## src/rtl/ste_avg_iir_mc.sv

```systemverilog
// Multi-channel first-order IIR averager, alpha = 2^-k, time-multiplexed one sample per cycle.
// Optional macro STE_AVG_ROUND_EN selects round-half-up with saturation on dout_o.
module ste_avg_iir_mc #(
  parameter int DATA_W = 16,
  parameter int CH_N   = 4,
  parameter int KMAX   = 8,
  localparam int CH_W  = (CH_N > 1) ? $clog2(CH_N) : 1,
  localparam int K_W   = $clog2(KMAX + 1)
) (
  input  logic              clk,
  input  logic              rst_n,
  input  logic [DATA_W-1:0] din_i,
  input  logic [CH_W-1:0]   din_ch_i,
  input  logic              din_valid_i,
  input  logic [K_W-1:0]    avg_k_i,
  input  logic              avg_en_i,
  input  logic              avg_clr_i,
  output logic [DATA_W-1:0] dout_o,
  output logic [CH_W-1:0]   dout_ch_o,
  output logic              dout_update_o
);

  localparam int AW = DATA_W + KMAX;

  logic              r_s1_valid;
  logic [DATA_W-1:0] r_s1_din;
  logic [CH_W-1:0]   r_s1_ch;
  logic [K_W-1:0]    r_s1_k;
  logic              r_s1_en;

  logic [AW-1:0]     r_acc [CH_N];
  logic              r_seeded [CH_N];

  logic [DATA_W-1:0] r_dout;
  logic [CH_W-1:0]   r_dout_ch;
  logic              r_upd;

  logic              w_ch_ok;
  logic [K_W-1:0]    w_k_clamp;
  logic [AW-1:0]     w_acc_cur;
  logic              w_seed_cur;
  logic [AW-1:0]     w_x;
  logic signed [AW:0] w_diff;
  logic signed [AW:0] w_step;
  logic [AW-1:0]     w_sum;
  logic              w_load;
  logic [AW-1:0]     w_acc_new;
  logic [DATA_W-1:0] w_dout;

  assign w_ch_ok   = (32'(din_ch_i) < 32'(CH_N));
  assign w_k_clamp = (avg_k_i > K_W'(KMAX)) ? K_W'(KMAX) : avg_k_i;

  // Stage-1 read sees the previous edge's write, so back-to-back samples need no forwarding
  assign w_acc_cur  = r_acc[r_s1_ch];
  assign w_seed_cur = r_seeded[r_s1_ch];
  assign w_x        = AW'(r_s1_din) << KMAX;
  assign w_diff     = $signed({1'b0, w_x}) - $signed({1'b0, w_acc_cur});
  assign w_step     = w_diff >>> r_s1_k;
  assign w_sum      = w_acc_cur + AW'(w_step);
  assign w_load     = !w_seed_cur || !r_s1_en || (r_s1_k == '0);
  assign w_acc_new  = w_load ? w_x : w_sum;

`ifdef STE_AVG_ROUND_EN
  localparam logic [AW:0] ROUND_HALF = (KMAX > 0) ? (AW+1)'(1) << (KMAX - 1) : '0;
  logic [AW:0]       w_round;
  logic [DATA_W:0]   w_rq;
  assign w_round = {1'b0, w_acc_new} + ROUND_HALF;
  assign w_rq    = (DATA_W+1)'(w_round >> KMAX);
  assign w_dout  = w_rq[DATA_W] ? {DATA_W{1'b1}} : w_rq[DATA_W-1:0];
`else
  assign w_dout  = DATA_W'(w_acc_new >> KMAX);
`endif

  always_ff @(posedge clk or negedge rst_n) begin
    if (!rst_n) begin
      r_s1_valid <= 1'b0;
      r_s1_din   <= '0;
      r_s1_ch    <= '0;
      r_s1_k     <= '0;
      r_s1_en    <= 1'b0;
      r_dout     <= '0;
      r_dout_ch  <= '0;
      r_upd      <= 1'b0;
      for (int i = 0; i < CH_N; i++) begin
        r_acc[i]    <= '0;
        r_seeded[i] <= 1'b0;
      end
    end else begin
      r_s1_valid <= din_valid_i && w_ch_ok;
      if (din_valid_i && w_ch_ok) begin
        r_s1_din <= din_i;
        r_s1_ch  <= din_ch_i;
        r_s1_k   <= w_k_clamp;
        r_s1_en  <= avg_en_i;
      end
      r_upd <= r_s1_valid;
      if (r_s1_valid) begin
        r_dout    <= w_dout;
        r_dout_ch <= r_s1_ch;
      end
      // Clear wins over the completing sample's writeback; its output is still issued
      if (avg_clr_i) begin
        for (int i = 0; i < CH_N; i++) r_seeded[i] <= 1'b0;
      end else if (r_s1_valid) begin
        r_acc[r_s1_ch]    <= w_acc_new;
        r_seeded[r_s1_ch] <= 1'b1;
      end
    end
  end

  assign dout_o        = r_dout;
  assign dout_ch_o     = r_dout_ch;
  assign dout_update_o = r_upd;

endmodule

```

## config.mk

```make
export PLATFORM = sky130hd
export DESIGN_NAME = ste_avg_iir_mc
export DESIGN_NICKNAME = d
export VERILOG_FILES = /design/src/rtl/ste_avg_iir_mc.sv
export SDC_FILE = /design/constraint.sdc
export NUM_CORES = 1
export LEC_CHECK = 0
export CORE_ASPECT_RATIO = 1.5
export CORE_MARGIN = 2
export CORE_UTILIZATION = 38
export CTS_CLUSTER_SIZE = 14
export DETAILED_ROUTE_END_ITERATION = 10
export HOLD_SLACK_MARGIN = 0.08
export SYNTH_ARGS = -nofsm -noshare
export SYNTH_HDL_FRONTEND = slang
export SYNTH_SLANG_ARGS = --single-unit
```

## constraint.sdc

```tcl
create_clock -name clk -period 11.62 [get_ports clk]
set_input_delay 2.324 -clock clk [delete_from_list [all_inputs] [get_ports clk]]
set_output_delay 2.324 -clock clk [all_outputs]
set_load 0.005 [all_outputs]
```

Word level (Yosys, flattened, before mapping)
Index checks and enable logic that the tools add are counted.
{ "totals": {"ff_bits": 143, "latchBits": 0, "mem_bits_rw": 0, "romBits": 0, "in_bits": 27, "output_inout_bits": 19, "wordCells": 48, "mem_count": 0} }
{ "classes": {"addsub": 2, "mul": 0, "n_div": 0, "order_cmp": 3, "n_eq_ne": 0, "n_shift": 1, "muxes": 15, "bitwise": 3, "reduce_logical": 8} }
{ "op_table": {"columns": ["op", "n"], "rows": [
  ["bitwise mux 96 bit", 1],
  ["two-way mux 24 bit", 4],
  ["binary-select mux 24 bit (select 2 bit)", 1],
  ["demux 24 bit (select 2 bit)", 1],
  [">>> shifter 25 x 4 -> 24 bit", 1],
  ["subtractor 24 x 24 -> 25 bit", 1],
  ["adder 24 bit", 1],
  ["two-way mux 4 bit", 3],
  ["greater-than comparator 4 bit, second input constant", 1],
  ["logical NOT 4 bit", 1],
  ["OR 4 bit", 1],
  [">= comparator 3 bit, second input constant", 1],
  ["less-than comparator 3 x 1 -> 1 bit, second input constant", 1],
  ["two-way mux 1 bit", 3],
  ["inverter 2 -> 3 bit", 1],
  ["binary-select mux 1 bit (select 2 bit)", 1],
  ["demux 1 bit (select 2 bit)", 1],
  ["logical NOT 1 bit", 2],
  ["logical OR 1 bit", 2],
  ["AND reduction 2 bit", 1],
  ["nonzero test 2 bit", 1],
  ["logical AND 1 bit", 1],
  ["inverter 1 bit", 1]
]} }

Depth between registers and ports, before layout
Gate-level depths: netlist (run 1).
{ "logic_depth": {"depth_word": 9, "mapped_depth": 28, "depth_no_buf": 23} }

Worst setup path after synthesis (run 1)
No wires, ideal clock.
{ "synth_timing": {"path_kind": "register -> register", "from": "register r_s1_ch[0]", "to": "register r_dout[14] (netlist: dout_o[14])", "setup_ns": 0.146, "arrival_time_ns": 6.593, "t_required_ns": 11.474, "slack_ns": 4.881, "stages_incl_launch_ff": 27, "n_path_buf": 4, "period_less_slack_ns": 6.739, "cell_sequence": "dfrtp_1 buf_6 buf_6 buf_1 mux4_2 inv_1 ha_1 buf_2 a21o_1 a21oi_2 o21ai_2 a221oi_1 a21o_2 nand4_2 and2_0 mux4_2 mux2i_1 ha_1 a21o_1 a211oi_1 a221oi_1 a311oi_1 o21ai_0 nand2_1 nor4b_1 a211oi_1 a31oi_1"} }
{ "synth_via": {"elab_chain_cells": 8, "word_cells_on_any_way": 14, "cone_classes": "2 x add/sub; 1 x shift; 7 x mux; 1 x bitwise; 3 x reduce/logical"} }
{ "synth_rtl": {"columns": ["element", "line_no", "text"], "rows": [
  ["start, declared", "27", "logic [CH_W-1:0] r_s1_ch;"],
  ["start signal, assigned", "92", "r_s1_ch <= din_ch_i;"],
  ["inverter 2 -> 3 bit (not written as such) (*)", "54, 55", null],
  ["binary-select mux 24 bit (select 2 bit) / binary-select mux 1 bit (select 2 bit) (equally long branches)", "54, 55", null],
  ["two-way mux 24 bit (not written as such) / two-way mux 1 bit (equally long branches) (2 in series)", "54, 55", null],
  ["subtractor 24 x 24 -> 25 bit / logical NOT 1 bit (equally long branches)", "57, 60", null],
  [">>> shifter 25 x 4 -> 24 bit / logical OR 1 bit (equally long branches)", "58, 60", null],
  ["adder 24 bit / logical OR 1 bit (equally long branches)", "59, 60", null],
  ["two-way mux 24 bit (*)", "61", "assign w_acc_new = w_load ? w_x : w_sum;"],
  ["end signal, assigned", "98", "r_dout <= w_dout;"],
  ["end, declared", "34", "logic [DATA_W-1:0] r_dout;"]
]} }
Mark *: on every way between the ends. The rest lies on a longest branch, timed or not. The select of a mux whose other input is x is not followed.
A chain may end at the register's enable or synchronous reset.

Worst setup path in the final report (run 1)
Ends and elaborated chain as after synthesis.

==> results_dict.tcl, run 1 <==
set metrics [dict create \
    drv_slew 0 \
    ys_ff_latch 143 \
    crit_start "r_s1_ch[0]$_DFFE_PN0P_" \
    rr_startpoint "r_s1_ch[0]$_DFFE_PN0P_" \
    grt_start_max_net_pins 77 \
    setup_tns_ns 0 \
    r2r_setup_slack_ns 3.73 \
    pwr-share-clk 0.204 \
    drc_errors 0 \
    cp_num_cells 22 \
    grt_first_pass_wirelength_um 45300 \
    antenna_cells 0 \
    postCtsSetupBuffers 0 \
    rsz0062_at_grt "false" \
    setup_viol 0 \
    synth_area_leaders "dfrtp_1, mux4_2, o21ai_0" \
    required_ns 11.91 \
    port-buffer-count 45 \
    cp_num_buf_inv 2 \
    grt_pass1_vias 8428 \
    die_area_um2 27600 \
    synth_area_per_cell_um2 9.20 \
    synthCells 1087 \
    fillCellCount 2491 \
    max_cap_violations 0 \
    synth-edff-count 0 \
    final_nets 1169 \
    path_cells "buf_4 > mux4_2 > inv_1 > ha_1 > and2_1 > and2_2 > a221oi_1 > nand2_1 > xor2_1 > mux2i_1 > o311ai_0 > mux2_2 > ha_1 > and3_1 > o2111ai_1 > a221oi_1 > a311oi_1 > o21ai_0 > nand2_1 > nor4b_1 > a211oi_1 > a31oi_1" \
    netlist_area_um2 10000 \
    cts_buffers 17 \
    p_sw_mw 1.16 \
    multi_input_area_um2 5990 \
    clkTransAtPathRegs_ns 0.06 \
    rr_endpoint "dout_o[14]$_DFFE_PN0P_" \
    vias 8349 \
    worst_pin_slew_ns 1.06 \
    max_freq_mhz 127 \
    regArea_um2 3580 \
    syn_to_final_growth_pct 12.8 \
    leakage_nw 4.80 \
    die_h_um 203 \
    peakVddDrop_mv 0.132 \
    status "finished clean" \
    dpl.hpwl_um 20900 \
    synthFlopType "dfrtp_1" \
    start_util 0.387 \
    clockBufferDepth 2 \
    final_util 0.436 \
    grt_antenna_before_repair 0 \
    synth_nets 1160 \
    yosys.area.top_type "dfrtp_1" \
    final.setup_skew_ns 0.0138 \
    yosysTopAreaCellShare 0.358 \
    cp-start-kind "flip-flop" \
    switching_share 0.425 \
    timing.hold.ws_ns 0.476 \
    dieWidth_um 136 \
    clkLatencyLatePin_ns 0.44 \
    intPower_mw 1.57 \
    cts_hold_buf 0 \
    tritoncts "built" \
    synth-async-reset-ratio 1.00 \
    powerDensity_nw_per_um2 242 \
    grt.overflow.total 0 \
    reg2reg_depth 22 \
    ioPinCount 46 \
    drt_iter0_markers 723 \
    cts.sink_count 143 \
    crit_arrival_ns 8.18 \
    cts-resized-gates 0 \
    slowest_delay_ns 0.84 \
    cts-htree-levels 4 \
    grt_use_total 0.212 \
    pwr-share-comb 0.554 \
    post-route-period-util 0.679 \
    fin_crit_ns 7.89 \
    cts_root_buffer "clkbuf_16" \
    crit_type "flip-flop to flip-flop" \
    coreArea_um2 25900 \
    hold_viol 0 \
    gp_congestion 0.930 \
    drtAntennaViolNets 0 \
    row_count 72 \
    cp_max_fo 19 \
    synth-seq-area-share 0.358 \
    yosys_warnings 0 \
    synth.distinct_cells 91 \
    slew_headroom 0.274 \
    vias_per_cell 5.79 \
    drive_above_1_share 0.122 \
    wl_per_cell_um 19.4 \
    drtPass1Iterations 5 \
    pwr-share-seq 0.242 \
    hold_class "flip-flop to flip-flop" \
    endpoint "dout_o[14]$_DFFE_PN0P_" \
    cp-end-kind "flip-flop" \
    routed_wl_um 27900 \
    worst_path_max_delay_cell "a221oi_1" \
    crit_family "compound AO/OA/AOI/OAI gates" \
]
[cell families after synthesis]
kind of cell | synth area share
AND/OR/NAND/NOR | 0.160
XOR/XNOR | 0.0307
multiplexers | 0.139
buffers and inverters | 0.0428
adder cells (fa/ha/maj) | 0.0583
AO/OA/AOI/OAI | 0.211
flip-flops | 0.358
[worst register-to-register path: stages (launching register included)]
cell and delay [ns]:
dfrtp_2 0.70, buf_4 0.41, mux4_2 0.59, inv_1 0.08
ha_1 0.33, and2_1 0.29, and2_2 0.25, a221oi_1 0.84
nand2_1 0.15, xor2_1 0.39, mux2i_1 0.22, o311ai_0 0.49
mux2_2 0.28, ha_1 0.27, and3_1 0.18, o2111ai_1 0.35
a221oi_1 0.23, a311oi_1 0.55, o21ai_0 0.25, nand2_1 0.14
nor4b_1 0.06, a211oi_1 0.54, a31oi_1 0.17
[through the flow]
stage	total power, mW	instance area [µm²]	instances	worst slack (ns)
2_1_floorplan	1.77	10000	1087	4.88
3_3_place_gp	2.15	10700	1410	3.81
3_5_place_dp	2.16	10700	1410	3.80
4_1_cts	2.73	11300	1442	3.74
5_1_grt	2.92	11300	1442	3.03
6_report	2.73	11300	1442	3.73
[final cells by class]
cell class              count  area share
repair buffers             58      0.0487
multi-input cells         840       0.532
clock buffers              22      0.0412
inverters                  36      0.0120
flip-flops and latches    143       0.317
clock inverters            10      0.0121
well taps                 333      0.0370
[synth_stat cells (all sizes together) (8+ instances only)]
library cell	n
nand2	150
dfrtp	143
o21ai	123
nor2	82
a21oi	61
clkbuf	46
ha	45
inv	35
mux4	34
mux2	32
mux2i	26
a21o	23
buf	22
xnor2	21
a31oi	17
nand3	17
a211oi	16
nor3	15
xor2	14
and2	12
and3	9
nor2b	9
o211ai	9
a41oi	8
o21a	8
[sequential cells by signal, indices dropped and copies added, names as in the netlist]
signal and count:
r_acc 96, r_s1_ch 2, dout_o 16, dout_update_o 1
r_s1_k 4, dout_ch_o 2, r_s1_valid 1, r_s1_din 16
r_s1_en 1, r_seeded 4
[cell usage in the layout, fill, tap and decap left out, types with 4 or more instances in the layout]
cell               n
nand2_1          149
dfrtp_1          142
o21ai_0          119
nor2_1            82
a21oi_1           60
ha_1              45
clkdlybuf4s50_1   44
inv_1             34
mux4_2            33
mux2_2            32
mux2i_1           26
a21o_1            22
xnor2_1           21
a31oi_1           17
clkbuf_16         17
nor3_1            15
a211oi_1          15
nand3_1           14
xor2_1            14
buf_4             13
and2_1             9
nor2b_1            9
o211ai_1           9
and3_1             8
o21a_1             8
a41oi_1            8
nand2b_1           7
nand4_1            6
nand3b_1           6
a22oi_1            6
nor4b_1            5
a221oi_1           5
or4_1              5
o31ai_1            5
nor4_1             4
a211o_1            4
clkinv_2           4
[worst min-delay path by stage]
| stage | end | start | cells past startpoint | slack (ns) |
|---|---|---|---|---|
| after global placement | r_acc[83]$_DFFE_PN0P_ | r_acc[83]$_DFFE_PN0P_ | 2 | 0.46 |
| after detailed placement | r_acc[40]$_DFFE_PN0P_ | r_acc[40]$_DFFE_PN0P_ | 2 | 0.47 |
| final | r_acc[34]$_DFFE_PN0P_ | r_acc[34]$_DFFE_PN0P_ | 2 | 0.48 |
| after global routing | r_acc[56]$_DFFE_PN0P_ | r_acc[56]$_DFFE_PN0P_ | 2 | 0.50 |
| after floorplan | dout_update_o$_DFF_PN0_ | r_s1_valid$_DFF_PN0_ | 0 | 0.36 |
| after CTS | r_acc[40]$_DFFE_PN0P_ | r_acc[40]$_DFFE_PN0P_ | 2 | 0.48 |
[power groups by stage]
stage                     Clock [mW]  Combinational, mW  Sequential, mW
after floorplan                    0               1.13           0.643
after global placement             0               1.48           0.668
after detailed placement           0               1.49           0.670
after CTS                      0.570               1.49           0.662
after global routing           0.586               1.66           0.674
final                          0.556               1.51           0.662
[layer usage]
metal / part of all wire / track usage
met5: 0 / 0
met4: 0.043 / 0.105
met3: 0.037 / 0.0297
met2: 0.49 / 0.354
met1: 0.43 / 0.267
(Power assumes the default switching activity.)
==> run 2: changes to the inputs <==
==> constraint.sdc (replaced) <==
create_clock -name clk -period 6.7 [get_ports clk]
set_input_delay 1.34 -clock clk [delete_from_list [all_inputs] [get_ports clk]]
set_output_delay 1.34 -clock clk [all_outputs]
set_load 0.005 [all_outputs]
==> results_dict.tcl, run 2 (synthesis results as in run 1) <==
set metrics [dict create \
    syn_to_final_growth_pct 17.3 \
    tritoncts "built" \
    cp-end-kind "flip-flop" \
    final_cell_mix "nand2_1, dfrtp_1, o21ai_0" \
    drt_iter0_markers 529 \
    final.setup_skew_ns 0.0129 \
    post-route-period-util 0.963 \
    pre_cts_ws_ns 0.0321 \
    slew_headroom 0.386 \
    cp-start-kind "flip-flop" \
    rr_startpoint "r_s1_ch[0]$_DFFE_PN0P_" \
    hold_viol 0 \
    vias 8530 \
    crit_start "r_s1_ch[0]$_DFFE_PN0P_" \
    crit_type "flip-flop to flip-flop" \
    cts-htree-levels 4 \
    clkTransAtPathRegs_ns 0.06 \
    die_h_um 203 \
    port-buffer-count 45 \
    crit_arrival_ns 6.79 \
    fin_area_um2 11700 \
    required_ns 7.03 \
    cts_root_buffer "clkbuf_16" \
    vias_per_cell 5.75 \
    drv_slew 0 \
    peakVddDrop_mv 0.242 \
    final_nets 1213 \
    ioPinCount 46 \
    dieWidth_um 136 \
    routed_wl_um 27900 \
    die_area_um2 27600 \
    max_freq_mhz 155 \
    max_cap_violations 0 \
    reg2reg_depth 23 \
    gp_congestion 1.01 \
    grt_use_total 0.209 \
    largest_reg_flops 96 \
    antenna_cells 0 \
    drc_errors 0 \
    clkLatencyLatePin_ns 0.42 \
    dpl.hpwl_um 21100 \
    setup_viol 0 \
    drtAntennaViolNets 0 \
    grt.overflow.total 0 \
    row_count 72 \
    leakage_nw 5.06 \
    rr_endpoint "r_acc[95]$_DFFE_PN0P_" \
    cts.sink_count 143 \
    cts_buffers 17 \
    grt_start_max_net_pins 88 \
    r2r_setup_slack_ns 0.24 \
    cp_max_fo 12 \
    status "finished clean" \
    wl_per_cell_um 18.8 \
    coreArea_um2 25900 \
    final_common_cell "nand2_1" \
    powerDensity_nw_per_um2 426 \
    placed_area_um2 11000 \
    endpoint "r_acc[95]$_DFFE_PN0P_" \
    grt_pass1_vias 8540 \
    grt_first_pass_wirelength_um 45500 \
    drtPass1Iterations 6 \
    drive_above_1_share 0.160 \
    hold_class "flip-flop to flip-flop" \
    power.total_mw 4.99 \
    top_register "r_acc" \
    cts_hold_buf 0 \
    grt_antenna_before_repair 0 \
    fin_crit_ns 6.46 \
    clockBufferDepth 2 \
    worst_pin_slew_ns 0.910 \
    setup_ws_ns 0.245 \
    start_util 0.387 \
]
## run 2: cell count changes in the layout (fill, tap and decap cells not counted), sizes merged
cell,change
buf,+44
clkinv,-4
inv,+1
clkbuf,-2
bufinv,+3
## run 2: repair_timing
action,in CTS,in global routing
resized for setup,1,5
gates cloned,0,0
pin swaps,0,1
setup buffers,0,7
setup endpoints to repair,1,39
## run 2: layer usage
layer  part of all wire  global-route usage  wire length, µm  vias to the layer above
met5                  0                   0                0                        -
met4              0.038              0.0863             1080                        0
met3              0.029              0.0312              810                       69
met2               0.50               0.357            14000                      203
met1               0.43               0.263            12100                     4152
li1                   -                   -                -                     4106
## run 2: final cells by class
| cell class | count | area [µm²] |
|---|---|---|
| flip-flops and latches | 143 | 3580 |
| multi-input cells | 840 | 6030 |
| inverters | 36 | 135 |
| clock inverters | 10 | 208 |
| well taps | 333 | 417 |
| fillers | 2517 | 14100 |
| repair buffers | 102 | 892 |
| clock buffers | 20 | 467 |
## run 2: worst min-delay path by stage
| stage | startpoint | to | slack [ns] | depth (start not counted) |
|---|---|---|---|---|
| detailed placement | r_acc[12]$_DFFE_PN0P_ | r_acc[12]$_DFFE_PN0P_ | 0.47 | 2 |
| CTS | r_acc[12]$_DFFE_PN0P_ | r_acc[12]$_DFFE_PN0P_ | 0.48 | 2 |
| global route | r_acc[83]$_DFFE_PN0P_ | r_acc[83]$_DFFE_PN0P_ | 0.50 | 2 |
| global placement | r_acc[44]$_DFFE_PN0P_ | r_acc[44]$_DFFE_PN0P_ | 0.46 | 2 |
| floorplan | r_s1_valid$_DFF_PN0_ | dout_update_o$_DFF_PN0_ | 0.36 | 0 |
| finish | r_acc[12]$_DFFE_PN0P_ | r_acc[12]$_DFFE_PN0P_ | 0.47 | 2 |
## run 2: report_power, final
group          internal (mW)  leakage, nW  switching, mW
clock network          0.724        0.332          0.358
logic                   1.21         2.93           1.56
registers               1.03         1.79          0.110
total                   2.97         5.06           2.02
## run 2: per-stage QoR
step / setup TNS (ns) / instances / utilization / hold WS (ns)
2_1_floorplan: 0 / 1087 / - / 0.365
3_3_place_gp: 0 / 1447 / 0.424 / 0.455
3_5_place_dp: 0 / 1447 / 0.424 / 0.466
4_1_cts: 0 / 1477 / 0.450 / 0.478
5_1_grt: -0.00578 / 1484 / 0.454 / 0.499
6_report: 0 / 1484 / 0.454 / 0.473
## run 2: worst max-delay path: stages, from the launching register on
cell,delay (ns)
dfrtp_4,0.51
buf_4,0.24
mux4_2,0.58
inv_1,0.08
ha_1,0.29
and3_1,0.25
nand4_1,0.21
nor2_1,0.12
a221oi_4,0.39
buf_4,0.18
nand2_1,0.06
xnor2_1,0.22
o21ai_0,0.23
a221o_1,0.38
mux2_2,0.30
ha_1,0.23
or4_1,0.41
a21oi_1,0.26
nor2_1,0.17
a41oi_1,0.29
a21oi_1,0.15
a31oi_1,0.24
nand3_1,0.22
a41oi_1,0.32
==> run 3: changes to the inputs <==
--- a/config.mk
+++ b/config.mk
@@ -5,12 +5,14 @@
 export SDC_FILE = /design/constraint.sdc
 export NUM_CORES = 1
 export LEC_CHECK = 0
+export CAP_MARGIN = 20
 export CORE_ASPECT_RATIO = 1.5
 export CORE_MARGIN = 2
-export CORE_UTILIZATION = 38
+export CORE_UTILIZATION = 50
 export CTS_CLUSTER_SIZE = 14
 export DETAILED_ROUTE_END_ITERATION = 10
 export HOLD_SLACK_MARGIN = 0.08
+export PLACE_DENSITY = 0.71
 export SYNTH_ARGS = -nofsm -noshare
 export SYNTH_HDL_FRONTEND = slang
 export SYNTH_SLANG_ARGS = --single-unit
==> results_dict.tcl, run 3 (synthesis results as in run 1) <==
set metrics [dict create \
    fillCellCount 1730 \
    hold_end "r_acc[10]$_DFFE_PN0P_" \
    grt.overflow.total 0 \
    drc_errors 0 \
    fin_area_um2 11700 \
    cts-htree-levels 4 \
    final_cells 1416 \
    required_ns 7.04 \
    grt_use_total 0.258 \
    cp-end-kind "flip-flop" \
    cp_max_fo 9 \
    cts.sink_count 143 \
    slew_headroom 0.276 \
    ioPinCount 46 \
    syn_to_final_growth_pct 16.6 \
    clockBufferDepth 2 \
    start_util 0.507 \
    crit_family "simple AND/OR/NAND/NOR gates" \
    gp_congestion 0.953 \
    crit_arrival_ns 6.68 \
    max_cap_violations 0 \
    drtPass1Iterations 5 \
    clkTransAtPathRegs_ns 0.06 \
    antenna_cells 0 \
    wl_per_cell_um 19.0 \
    crit_path_frequent_cell "buf_4" \
    worst_path_max_delay_cell "dfrtp_4" \
    slowest_delay_ns 0.52 \
    hold_viol 0 \
    peakVddDrop_mv 0.327 \
    grt_pass1_vias 8308 \
    cts_hold_buf 0 \
    powerDensity_nw_per_um2 423 \
    r2r_setup_slack_ns 0.36 \
    final_nets 1216 \
    grt_start_max_net_pins 92 \
    placed_cells 1375 \
    drtAntennaViolNets 0 \
    dieWidth_um 119 \
    drt_iter0_markers 732 \
    clkLatencyLatePin_ns 0.43 \
    hold_class "flip-flop to flip-flop" \
    fin_crit_ns 6.34 \
    final_common_cell "nand2_1" \
    die_area_um2 21200 \
    rr_startpoint "r_s1_ch[0]$_DFFE_PN0P_" \
    vias 8722 \
    min_path_cells 2 \
    hold_start "r_acc[10]$_DFFE_PN0P_" \
    drive_above_1_share 0.172 \
    routed_wl_um 26900 \
    port-buffer-count 45 \
    grt_first_pass_wirelength_um 43400 \
    max_freq_mhz 158 \
    cp-start-kind "flip-flop" \
    drv_slew 0 \
    cts_root_buffer "clkbuf_16" \
    top_register "r_acc" \
    coreArea_um2 19700 \
    tritoncts "built" \
    final.setup_skew_ns 0.0137 \
    post-route-period-util 0.946 \
    crit_type "flip-flop to flip-flop" \
    rsz0062_at_grt "false" \
    vias_per_cell 6.16 \
    final_cell_mix "nand2_1, dfrtp_1, o21ai_0" \
    die_h_um 177 \
    dpl.hpwl_um 19700 \
    status "finished clean" \
    leakage_nw 5.05 \
    rr_endpoint "r_acc[23]$_DFFE_PN0P_" \
    placed_area_um2 10900 \
    setup_viol 0 \
    cts_buffers 17 \
    reg2reg_depth 26 \
    cp_num_buf_inv 5 \
    power.total_mw 4.93 \
    setup_tns_ns 0 \
    largest_reg_flops 96 \
    worst_pin_slew_ns 1.08 \
    grt_antenna_before_repair 0 \
    row_count 63 \
]
==> run 3: final cells by class <==
type	instances	area (µm²)	area share
timing repair buffer	105	918	0.0788
tap	260	325	0.0279
multi-input combinational	840	6070	0.521
sequential	143	3580	0.307
clock buffer	19	443	0.0380
clock inverter	13	176	0.0151
inverter	36	135	0.0116
==> run 3: timing repair <==
| action | in CTS | in global routing |
|---|---|---|
| gates resized for setup | 0 | 22 |
| setup endpoints to repair | 0 | 57 |
| setup buffers | 0 | 9 |
==> run 3: worst max-delay path by stage <==
stage                            from                      to  slack (ns)  cells after the start
2_1_floorplan  r_s1_ch[0]$_DFFE_PN0P_  dout_o[14]$_DFFE_PN0P_        0.20                     26
3_3_place_gp   r_s1_ch[0]$_DFFE_PN0P_  dout_o[14]$_DFFE_PN0P_        0.24                     23
3_5_place_dp   r_s1_ch[0]$_DFFE_PN0P_   r_acc[68]$_DFFE_PN0P_        0.15                     22
4_1_cts        r_s1_ch[0]$_DFFE_PN0P_   r_acc[68]$_DFFE_PN0P_        0.06                     22
5_1_grt        r_s1_ch[0]$_DFFE_PN0P_  dout_o[15]$_DFFE_PN0P_        0.02                     26
6_report       r_s1_ch[0]$_DFFE_PN0P_   r_acc[23]$_DFFE_PN0P_        0.36                     26
==> run 3: power by group <==
part	leakage (nW)	internal, mW	switching [mW]
logic	2.95	1.24	1.55
clock network	0.306	0.606	0.392
registers	1.79	1.03	0.112
total	5.05	2.88	2.06
==> run 3: worst reg2reg max path: stages (launching register included) <==
cell and delay (ns):
dfrtp_4 0.52, buf_4 0.23, buf_4 0.17, mux4_2 0.52, inv_1 0.08, ha_2 0.21
and3_1 0.25, nand4_1 0.31, nor2b_2 0.26, a221oi_2 0.05, buf_4 0.16, and4b_1 0.19
or3_1 0.43, nand2_1 0.11, o211ai_1 0.19, a41oi_2 0.36, ha_1 0.30, buf_4 0.15
o21ai_0 0.19, a21oi_1 0.10, nor2_1 0.15, nor2_2 0.10, a41oi_1 0.27, a21oi_1 0.15
a31oi_1 0.23, nand3_1 0.23, a41oi_1 0.33
==> run 3: metrics by stage <==
stage	hold WS [ns]	utilization	setup slack, ns
after floorplan	0.365	-	0.205
after global placement	0.456	0.552	0.240
after detailed placement	0.467	0.552	0.153
after CTS	0.481	0.584	0.0620
after global routing	0.501	0.591	0.0163
final	0.477	0.591	0.360
==> run 3: per-layer routing <==
| layer | GRT usage | routed length (µm) | vias to the layer above | share of wire |
|---|---|---|---|---|
| li1 | - | - | 4109 | - |
| met1 | 0.339 | 11400 | 4259 | 0.42 |
| met2 | 0.426 | 13200 | 290 | 0.49 |
| met3 | 0.0319 | 1330 | 64 | 0.049 |
| met4 | 0.117 | 971 | 0 | 0.036 |
| met5 | 0 | 0 | - | 0 |
